==> config.mk <==
export PLATFORM = sky130hd
export DESIGN_NAME = channel_send_flat
export DESIGN_NICKNAME = d
export VERILOG_FILES = /design/src/rtl/channel_send_pkg.sv /design/src/rtl/channel_send_if.sv /design/src/rtl/channel_send.sv /design/src/flat_wrapper.sv
export SDC_FILE = /design/constraint.sdc
export NUM_CORES = 1
export LEC_CHECK = 0
export BUFFER_PORTS_ARGS = -buffer_cell sky130_fd_sc_hd__buf_2
export CAP_MARGIN = 40
export CORE_UTILIZATION = 48
export CTS_CLUSTER_DIAMETER = 30
export DETAILED_ROUTE_END_ITERATION = 8
export PLACE_DENSITY = 0.77
export REMOVE_ABC_BUFFERS = 1
export SYNTH_ARGS = -nofsm -noshare
export SYNTH_HDL_FRONTEND = slang
export SYNTH_SLANG_ARGS = --single-unit
==> constraint.sdc <==
create_clock -name clk -period 5.55 [get_ports clk]
set_clock_uncertainty 0.15 [all_clocks]
set_input_delay 0.2775 -clock clk [delete_from_list [all_inputs] [get_ports clk]]
set_output_delay 0.2775 -clock clk [all_outputs]
set_load 0.01 [all_outputs]
==> src/rtl/channel_send_pkg.sv <==
// Shared constants for the channel rendezvous blocks: bus widths, RAM access
// modes and the two-word channel layout that send and receive both rely on.
package channel_send_pkg;

    localparam int ADDRESS_BITS = 8;
    localparam int DATA_BITS    = 16;

    localparam logic RAM_READ  = 1'b0;
    localparam logic RAM_WRITE = 1'b1;

    localparam int NO_PROCESS = 0;

    // Word offsets inside a channel: waiting pid first, message second.
    localparam int CHANNEL_PID_OFFSET = 0;
    localparam int CHANNEL_MSG_OFFSET = 1;

endpackage

==> src/rtl/channel_send_if.sv <==
// Single-port RAM bus shared by the channel blocks; the block drives address,
// mode and write data, and the RAM returns read data one cycle later.
interface channel_send_if
    import channel_send_pkg::*;
#(
    parameter int addrBits = ADDRESS_BITS,
    parameter int dataBits = DATA_BITS
);

    logic [addrBits-1:0] address;
    logic                readWriteMode;
    logic [dataBits-1:0] dataOut;
    logic [dataBits-1:0] dataIn;

    modport master (
        output address,
        output readWriteMode,
        output dataIn,
        input  dataOut
    );

    modport slave (
        input  address,
        input  readWriteMode,
        input  dataIn,
        output dataOut
    );

endinterface

==> src/rtl/channel_send.sv <==
// Transmit side of the channel rendezvous: hands the message to a parked
// receiver, or parks the message and sender pid in the channel words.
module channel_send
    import channel_send_pkg::*;
#(
    parameter int addrBits = ADDRESS_BITS,
    parameter int dataBits = DATA_BITS
) (
    input  logic                clk,
    input  logic                reset,
    input  logic                start,
    output logic                busy,
    output logic                finished,
    channel_send_if.master      ram,
    input  logic [addrBits-1:0] channel,
    input  logic [addrBits-1:0] txPid,
    input  logic [dataBits-1:0] message,
    output logic                shouldScheduleReceiver,
    output logic                shouldDescheduleSender,
    output logic [addrBits-1:0] scheduleRxPid,
    output logic                hasDeliveredMessage,
    output logic [dataBits-1:0] deliveredMessage
);

    typedef enum logic [3:0] {
        IDLE       = 4'd0,
        READ       = 4'd1,
        HANDLE     = 4'd2,
        CLEAR_0    = 4'd3,
        CLEAR_1    = 4'd4,
        PARK_MSG_0 = 4'd5,
        PARK_MSG_1 = 4'd6,
        PARK_PID_0 = 4'd7,
        PARK_PID_1 = 4'd8
    } state_e;

    state_e state, nextState;

    logic [addrBits-1:0] channelReg;
    logic [addrBits-1:0] txPidReg;
    logic [dataBits-1:0] messageReg;

    logic [addrBits-1:0] pidAddr;
    logic [addrBits-1:0] msgAddr;
    logic                rxWaiting;

    // Only the low addrBits of the channel word carry the pid.
    logic unusedPidHighBits;
    assign unusedPidHighBits = ^ram.dataOut[dataBits-1:addrBits];

    // Message address wraps naturally at the top of the address space.
    assign pidAddr   = channelReg + addrBits'(CHANNEL_PID_OFFSET);
    assign msgAddr   = channelReg + addrBits'(CHANNEL_MSG_OFFSET);
    assign rxWaiting = (scheduleRxPid != addrBits'(NO_PROCESS));
    assign busy      = (state != IDLE);

    always_ff @(posedge clk) begin
        if (reset) begin
            state <= IDLE;
        end else begin
            state <= nextState;
        end
    end

    always_comb begin
        nextState         = state;
        ram.address       = pidAddr;
        ram.readWriteMode = RAM_READ;
        ram.dataIn        = '0;
        case (state)
            IDLE: begin
                ram.address = channel + addrBits'(CHANNEL_PID_OFFSET);
                if (start) begin
                    nextState = READ;
                end
            end
            READ: begin
                nextState = HANDLE;
            end
            HANDLE: begin
                nextState = rxWaiting ? CLEAR_0 : PARK_MSG_0;
            end
            CLEAR_0, CLEAR_1: begin
                ram.readWriteMode = RAM_WRITE;
                ram.dataIn        = dataBits'(NO_PROCESS);
                nextState         = (state == CLEAR_0) ? CLEAR_1 : IDLE;
            end
            PARK_MSG_0, PARK_MSG_1: begin
                ram.address       = msgAddr;
                ram.readWriteMode = RAM_WRITE;
                ram.dataIn        = messageReg;
                nextState         = (state == PARK_MSG_0) ? PARK_MSG_1 : PARK_PID_0;
            end
            PARK_PID_0, PARK_PID_1: begin
                ram.readWriteMode = RAM_WRITE;
                ram.dataIn        = dataBits'(txPidReg);
                nextState         = (state == PARK_PID_0) ? PARK_PID_1 : IDLE;
            end
            default: begin
                nextState = IDLE;
            end
        endcase
        // An abort must not let the in-flight write land.
        if (reset) begin
            ram.readWriteMode = RAM_READ;
        end
    end

    always_ff @(posedge clk) begin
        if (reset) begin
            finished               <= 1'b0;
            shouldScheduleReceiver <= 1'b0;
            shouldDescheduleSender <= 1'b0;
            hasDeliveredMessage    <= 1'b0;
            scheduleRxPid          <= '0;
            deliveredMessage       <= '0;
        end else begin
            finished <= (state == CLEAR_1) || (state == PARK_PID_1);
            case (state)
                IDLE: begin
                    if (start) begin
                        channelReg             <= channel;
                        txPidReg               <= txPid;
                        messageReg             <= message;
                        shouldScheduleReceiver <= 1'b0;
                        shouldDescheduleSender <= 1'b0;
                        hasDeliveredMessage    <= 1'b0;
                    end
                end
                READ: begin
                    scheduleRxPid <= ram.dataOut[addrBits-1:0];
                end
                HANDLE: begin
                    shouldScheduleReceiver <= rxWaiting;
                    hasDeliveredMessage    <= rxWaiting;
                    shouldDescheduleSender <= !rxWaiting;
                    if (rxWaiting) begin
                        deliveredMessage <= messageReg;
                    end
                end
                default: begin
                end
            endcase
        end
    end

endmodule

==> src/flat_wrapper.sv <==
// flat-port wrapper written by rule: the top's interface ports become plain ports
module channel_send_flat import channel_send_pkg::*;
#(
    parameter int addrBits = ADDRESS_BITS,
    parameter int dataBits = DATA_BITS
)
  (clk, reset, start, busy, finished, channel, txPid, message, shouldScheduleReceiver, shouldDescheduleSender, scheduleRxPid, hasDeliveredMessage, deliveredMessage, ram_address, ram_readWriteMode, ram_dataIn, ram_dataOut);
  channel_send_if #(.addrBits(addrBits), .dataBits(dataBits)) ram_i ();
  input  logic clk;
  input  logic reset;
  input  logic start;
  output logic busy;
  output logic finished;
  input  logic [addrBits-1:0] channel;
  input  logic [addrBits-1:0] txPid;
  input  logic [dataBits-1:0] message;
  output logic shouldScheduleReceiver;
  output logic shouldDescheduleSender;
  output logic [addrBits-1:0] scheduleRxPid;
  output logic hasDeliveredMessage;
  output logic [dataBits-1:0] deliveredMessage;
  output wire logic [$bits(ram_i.address)-1:0] ram_address;
  output wire logic [$bits(ram_i.readWriteMode)-1:0] ram_readWriteMode;
  output wire logic [$bits(ram_i.dataIn)-1:0] ram_dataIn;
  input wire logic [$bits(ram_i.dataOut)-1:0] ram_dataOut;
  assign ram_address = ram_i.address;
  assign ram_readWriteMode = ram_i.readWriteMode;
  assign ram_dataIn = ram_i.dataIn;
  assign ram_i.dataOut = ram_dataOut;
  channel_send #(.addrBits(addrBits), .dataBits(dataBits)) u_core (.clk(clk), .reset(reset), .start(start), .busy(busy), .finished(finished), .ram(ram_i), .channel(channel), .txPid(txPid), .message(message), .shouldScheduleReceiver(shouldScheduleReceiver), .shouldDescheduleSender(shouldDescheduleSender), .scheduleRxPid(scheduleRxPid), .hasDeliveredMessage(hasDeliveredMessage), .deliveredMessage(deliveredMessage));
endmodule
==> impl_results.md <==
- Synthesized instance count: 235
- Drt via density: 5.17
- Power Internal: 0.858 mW
- Outcome: completed
- Synth top area share: 36.2%
- Final HPWL DP: 3.87 mm
- Num CTS Buffers: 9
- Critical path cell sequence: nor2b_1, nand3_1, nand2_1, a22o_1, buf_2
- Number of I/O pins: 105
- Combinational fraction of design power: 14.8%
- Highest clock rate: 0.351 GHz
- RePlAce Congestion: 0.763
- Layout Area Growth over Synthesis: 38.7%
- Crit. path cell count: 5
- Top-count cell post-synth: sky130_fd_sc_hd__edfxtp_1
- Clock-pin transition on the worst setup and hold timing paths: 0.07 ns
- Count of vias placed by the detailed router: 2,258
- Area share of xor/xnor cells in the synthesized design: 1.32%
- Crit-path slowest cell: sky130_fd_sc_hd__dfxtp_1
- Area of the mapped netlist: 2660 um^2
- Largest delay share family, worst path: simple AND/OR/NAND/NOR gates
- Number of levels in the clock H-tree: 3
- Sort of element at the start of the critical path: flip-flop
- Final Worst Setup Slack: 2.70 ns
- Dominant synthesized flop cell: sky130_fd_sc_hd__edfxtp_1
- Shortest clock period the worst path allows after layout: 2.85 ns
- Largest fanout on the critical path: 13
- Number of endpoints failing setup at the final stage: 0
- Distinct cell type count after synthesis: 42
- Worst Reg-to-Reg Cells: 4
- Fraction of power spent switching nets: 25.1%
- RSZ-0062 raised after global routing: false
- Residual DRC count: 0
- Nature of the critical path endpoint: output port
- Max stage delay on crit path: 0.65 ns
- Final Slew Violations: 0
- Total Routing Usage GR: 23.1%
- Number of placed instances with taps included: 389
- Final nets: 414
- Full die area: 5840 um^2
- Combinational family with the most area after synthesis: simple AND/OR/NAND/NOR gates
- Clock latency of the later-clocked register in the worst-skew pair: 0.33 ns
- Yosys warning count: 0
- Buffers added on ports: 96
- IR drop worst, VDD: 170 uV
- Maximum number of pins on one net before global-route repair: 32
- Clock Power Share: 38.1%
- Overall power after layout: 1.15 mW
- Number of iterations in the first detailed-routing pass: 4
- Post-place setup slack: 2.82 ns
- Antenna violation net count after detailed routing: 0
- Pin slew with the least headroom to its limit: 0.726 ns
- Synth Area in Adders: 0.471%
- Data arrival time at the worst-slack endpoint: 2.42 ns
- Initial standard-cell utilization of the core: 51.1%
- EDFF count, synth: 32
- Synthesized-area fraction occupied by ao, oa, aoi and oai cells: 10.9%
- Capture point of the worst reg-to-reg path: u_core.channelReg[0]$_DFFE_PP_
- Cell leakage power: 1.60 nW
- Synthesized-area fraction occupied by and/or/nand/nor cells: 16.5%
- Cell types occupying the most area after synthesis: sky130_fd_sc_hd__edfxtp_1 36%, sky130_fd_sc_hd__dfxtp_1 23%, sky130_fd_sc_hd__mux2i_1 6.4%
- Required arrival time at the worst endpoint: 5.12 ns
- Crit Reg-Reg Startpoint: u_core.state[0]$_SDFFE_PP0P_
- Cell accounting for the most synthesized area: sky130_fd_sc_hd__edfxtp_1
- Horiz. Die Dim: 76.4 um
- Buf+Inv Stages, Crit Path: 1
- Wire length of the first global-routing pass: 10.6 mm
- Initial DRC count: 171
- Total congestion overflow: 0
- Number of core rows: 26
- Share of async-settable or async-resettable flops after synthesis: 0%
- Critical Path Source: u_core.state[2]$_SDFFE_PP0P_
- Number of antenna violations at the first check in global routing: 0
- Top post-synthesis cells by count: 32 x sky130_fd_sc_hd__edfxtp_1, 31 x sky130_fd_sc_hd__dfxtp_1, 28 x sky130_fd_sc_hd__nand2_1
- Antenna diode count: 0
- Flip-flop and latch count after synthesis: 63
- Drt wl/cell: 14.8 um
- Relative slew slack: 51.1%
- Per-instance average area after synthesis: 11.3 um^2
- CTS tree: yes
- Total count of hold-check failures in the final report: 0
- Critical path destination: ram_dataIn[4]
- Final Cycle Share: 51.4%
- Placeable Area: 5200 um^2
- Final wirelength: 6.46 mm
- Cell area power density: 311 nW/um^2
- Share of synthesized area spent on multiplexers: 6.40%
- Number of global-route vias before repair: 2,247
- Net switching power figure: 0.288 mW
- Number of standard cells in the layout, taps in and fillers out: 437
- Sequential cell fraction of total power: 47.1%
- Vertical die dimension: 76.4 um
- Worst-case register-to-register setup slack: 2.85 ns
- Sum Neg Setup Slack: 0 ns
- Buffer type at the clock tree root: sky130_fd_sc_hd__clkbuf_8
- Final core occ: 70.8%
- Sinks on the clock net: 63
- Share of the yosys chip area belonging to registers: 59.5%
- Crit Path Class: flip-flop to output port
- Max Cap Viol: 0
- Kind of path behind the tightest hold check: input pin to flip-flop
- Buffers from clock root to sink, at most: 2
- Proportion of layout cells with a drive suffix above 1: 31.9%
==> cell type report <==
cell class | instances | area, um^2
tap | 70 | 87.6
timing repair buffer | 130 | 816
clock inverter | 4 | 71.3
fill | 388 | 1520
sequential | 63 | 1580
clock buffer | 12 | 145
inverter | 7 | 26.3
multi-input combinational | 151 | 958
==> per-layer routing <==
| layer | share of wire, % | up-vias | wire, um | track usage, % |
|---|---|---|---|---|
| met5 | 0 | - | 0 | 0 |
| met3 | 6.3 | 5 | 406 | 5.87 |
| met4 | 0.91 | 0 | 59 | 9.81 |
| li1 | - | 1109 | - | - |
| met2 | 51 | 84 | 3270 | 39.0 |
| met1 | 42 | 1060 | 2720 | 28.0 |
==> cells in the final DEF, fill, tap and decap left out, types with 2 or more instances in the layout <==
cell,n
sky130_fd_sc_hd__nor2_1,22
sky130_fd_sc_hd__bufinv_16,2
sky130_fd_sc_hd__clkbuf_8,10
sky130_fd_sc_hd__inv_1,7
sky130_fd_sc_hd__xnor2_1,2
sky130_fd_sc_hd__o211ai_1,3
sky130_fd_sc_hd__mux2i_1,17
sky130_fd_sc_hd__buf_4,2
sky130_fd_sc_hd__o21ai_0,5
sky130_fd_sc_hd__dlygate4sd3_1,32
sky130_fd_sc_hd__xor2_1,2
sky130_fd_sc_hd__nand3_1,5
sky130_fd_sc_hd__nand2b_1,2
sky130_fd_sc_hd__nand3b_1,2
sky130_fd_sc_hd__nor4_1,3
sky130_fd_sc_hd__clkbuf_1,2
sky130_fd_sc_hd__a32oi_1,2
sky130_fd_sc_hd__nor3_1,6
sky130_fd_sc_hd__and3_1,11
sky130_fd_sc_hd__edfxtp_1,32
sky130_fd_sc_hd__dfxtp_1,31
sky130_fd_sc_hd__buf_2,96
sky130_fd_sc_hd__nand2_1,28
sky130_fd_sc_hd__a22o_1,8
sky130_fd_sc_hd__a21oi_1,15
==> sequential cells by signal, indices dropped and copies added, names as in the netlist, 4 cells and up <==
signal                   flops
u_core.scheduleRxPid         8
u_core.state                 4
u_core.channelReg            8
u_core.txPidReg              8
u_core.deliveredMessage     16
u_core.messageReg           16
==> power groups by stage <==
| stage | logic, mW | registers, mW | clock network (mW) |
|---|---|---|---|
| CTS | 0.170 | 0.539 | 0.441 |
| detailed placement | 0.152 | 0.548 | 0 |
| global placement | 0.150 | 0.547 | 0 |
| global route | 0.187 | 0.543 | 0.459 |
| floorplan | 0.0827 | 0.551 | 0 |
| finish | 0.170 | 0.540 | 0.436 |
==> cell families after synthesis <==
group / count (synthesis)
fa+ha+maj: 1
compound gates: 42
mux: 17
flops: 63
buf+inv: 21
xor+xnor: 4
simple gates: 87
==> worst min path at each step <==
stage / startpoint / to / slack (ns) / cells after the start
floorplan: reset / u_core.scheduleRxPid[0]$_SDFFE_PP0P_ / 0.20 / 1
global placement: u_core.shouldDescheduleSender$_SDFFE_PP0P_ / u_core.shouldDescheduleSender$_SDFFE_PP0P_ / 0.29 / 2
detailed placement: u_core.shouldDescheduleSender$_SDFFE_PP0P_ / u_core.shouldDescheduleSender$_SDFFE_PP0P_ / 0.30 / 2
CTS: ram_dataOut[2] / u_core.scheduleRxPid[2]$_SDFFE_PP0P_ / 0.02 / 3
global route: ram_dataOut[2] / u_core.scheduleRxPid[2]$_SDFFE_PP0P_ / 0.02 / 3
finish: ram_dataOut[2] / u_core.scheduleRxPid[2]$_SDFFE_PP0P_ / 0.03 / 3
==> worst reg2reg max path, cell delays in order (launching register included) <==
cell and delay, ns:
sky130_fd_sc_hd__dfxtp_1 0.50, sky130_fd_sc_hd__nor4_4 0.62, sky130_fd_sc_hd__inv_1 0.15, sky130_fd_sc_hd__nor3b_2 0.50, sky130_fd_sc_hd__buf_4 0.44
==> through the flow <==
stage,area (um^2),hold slack [ns]
5_1_grt,3690,0.0231
6_report,3690,0.0275
3_5_place_dp,3150,0.298
3_3_place_gp,3150,0.291
4_1_cts,3690,0.0200
2_1_floorplan,2550,0.197
==> repair_timing <==
action,CTS,global route
buffers inserted,0,0
hold buffers,32,0
gates resized for setup,0,0
endpoints found under the hold margin,32,0
(Power assumes the default switching activity.)
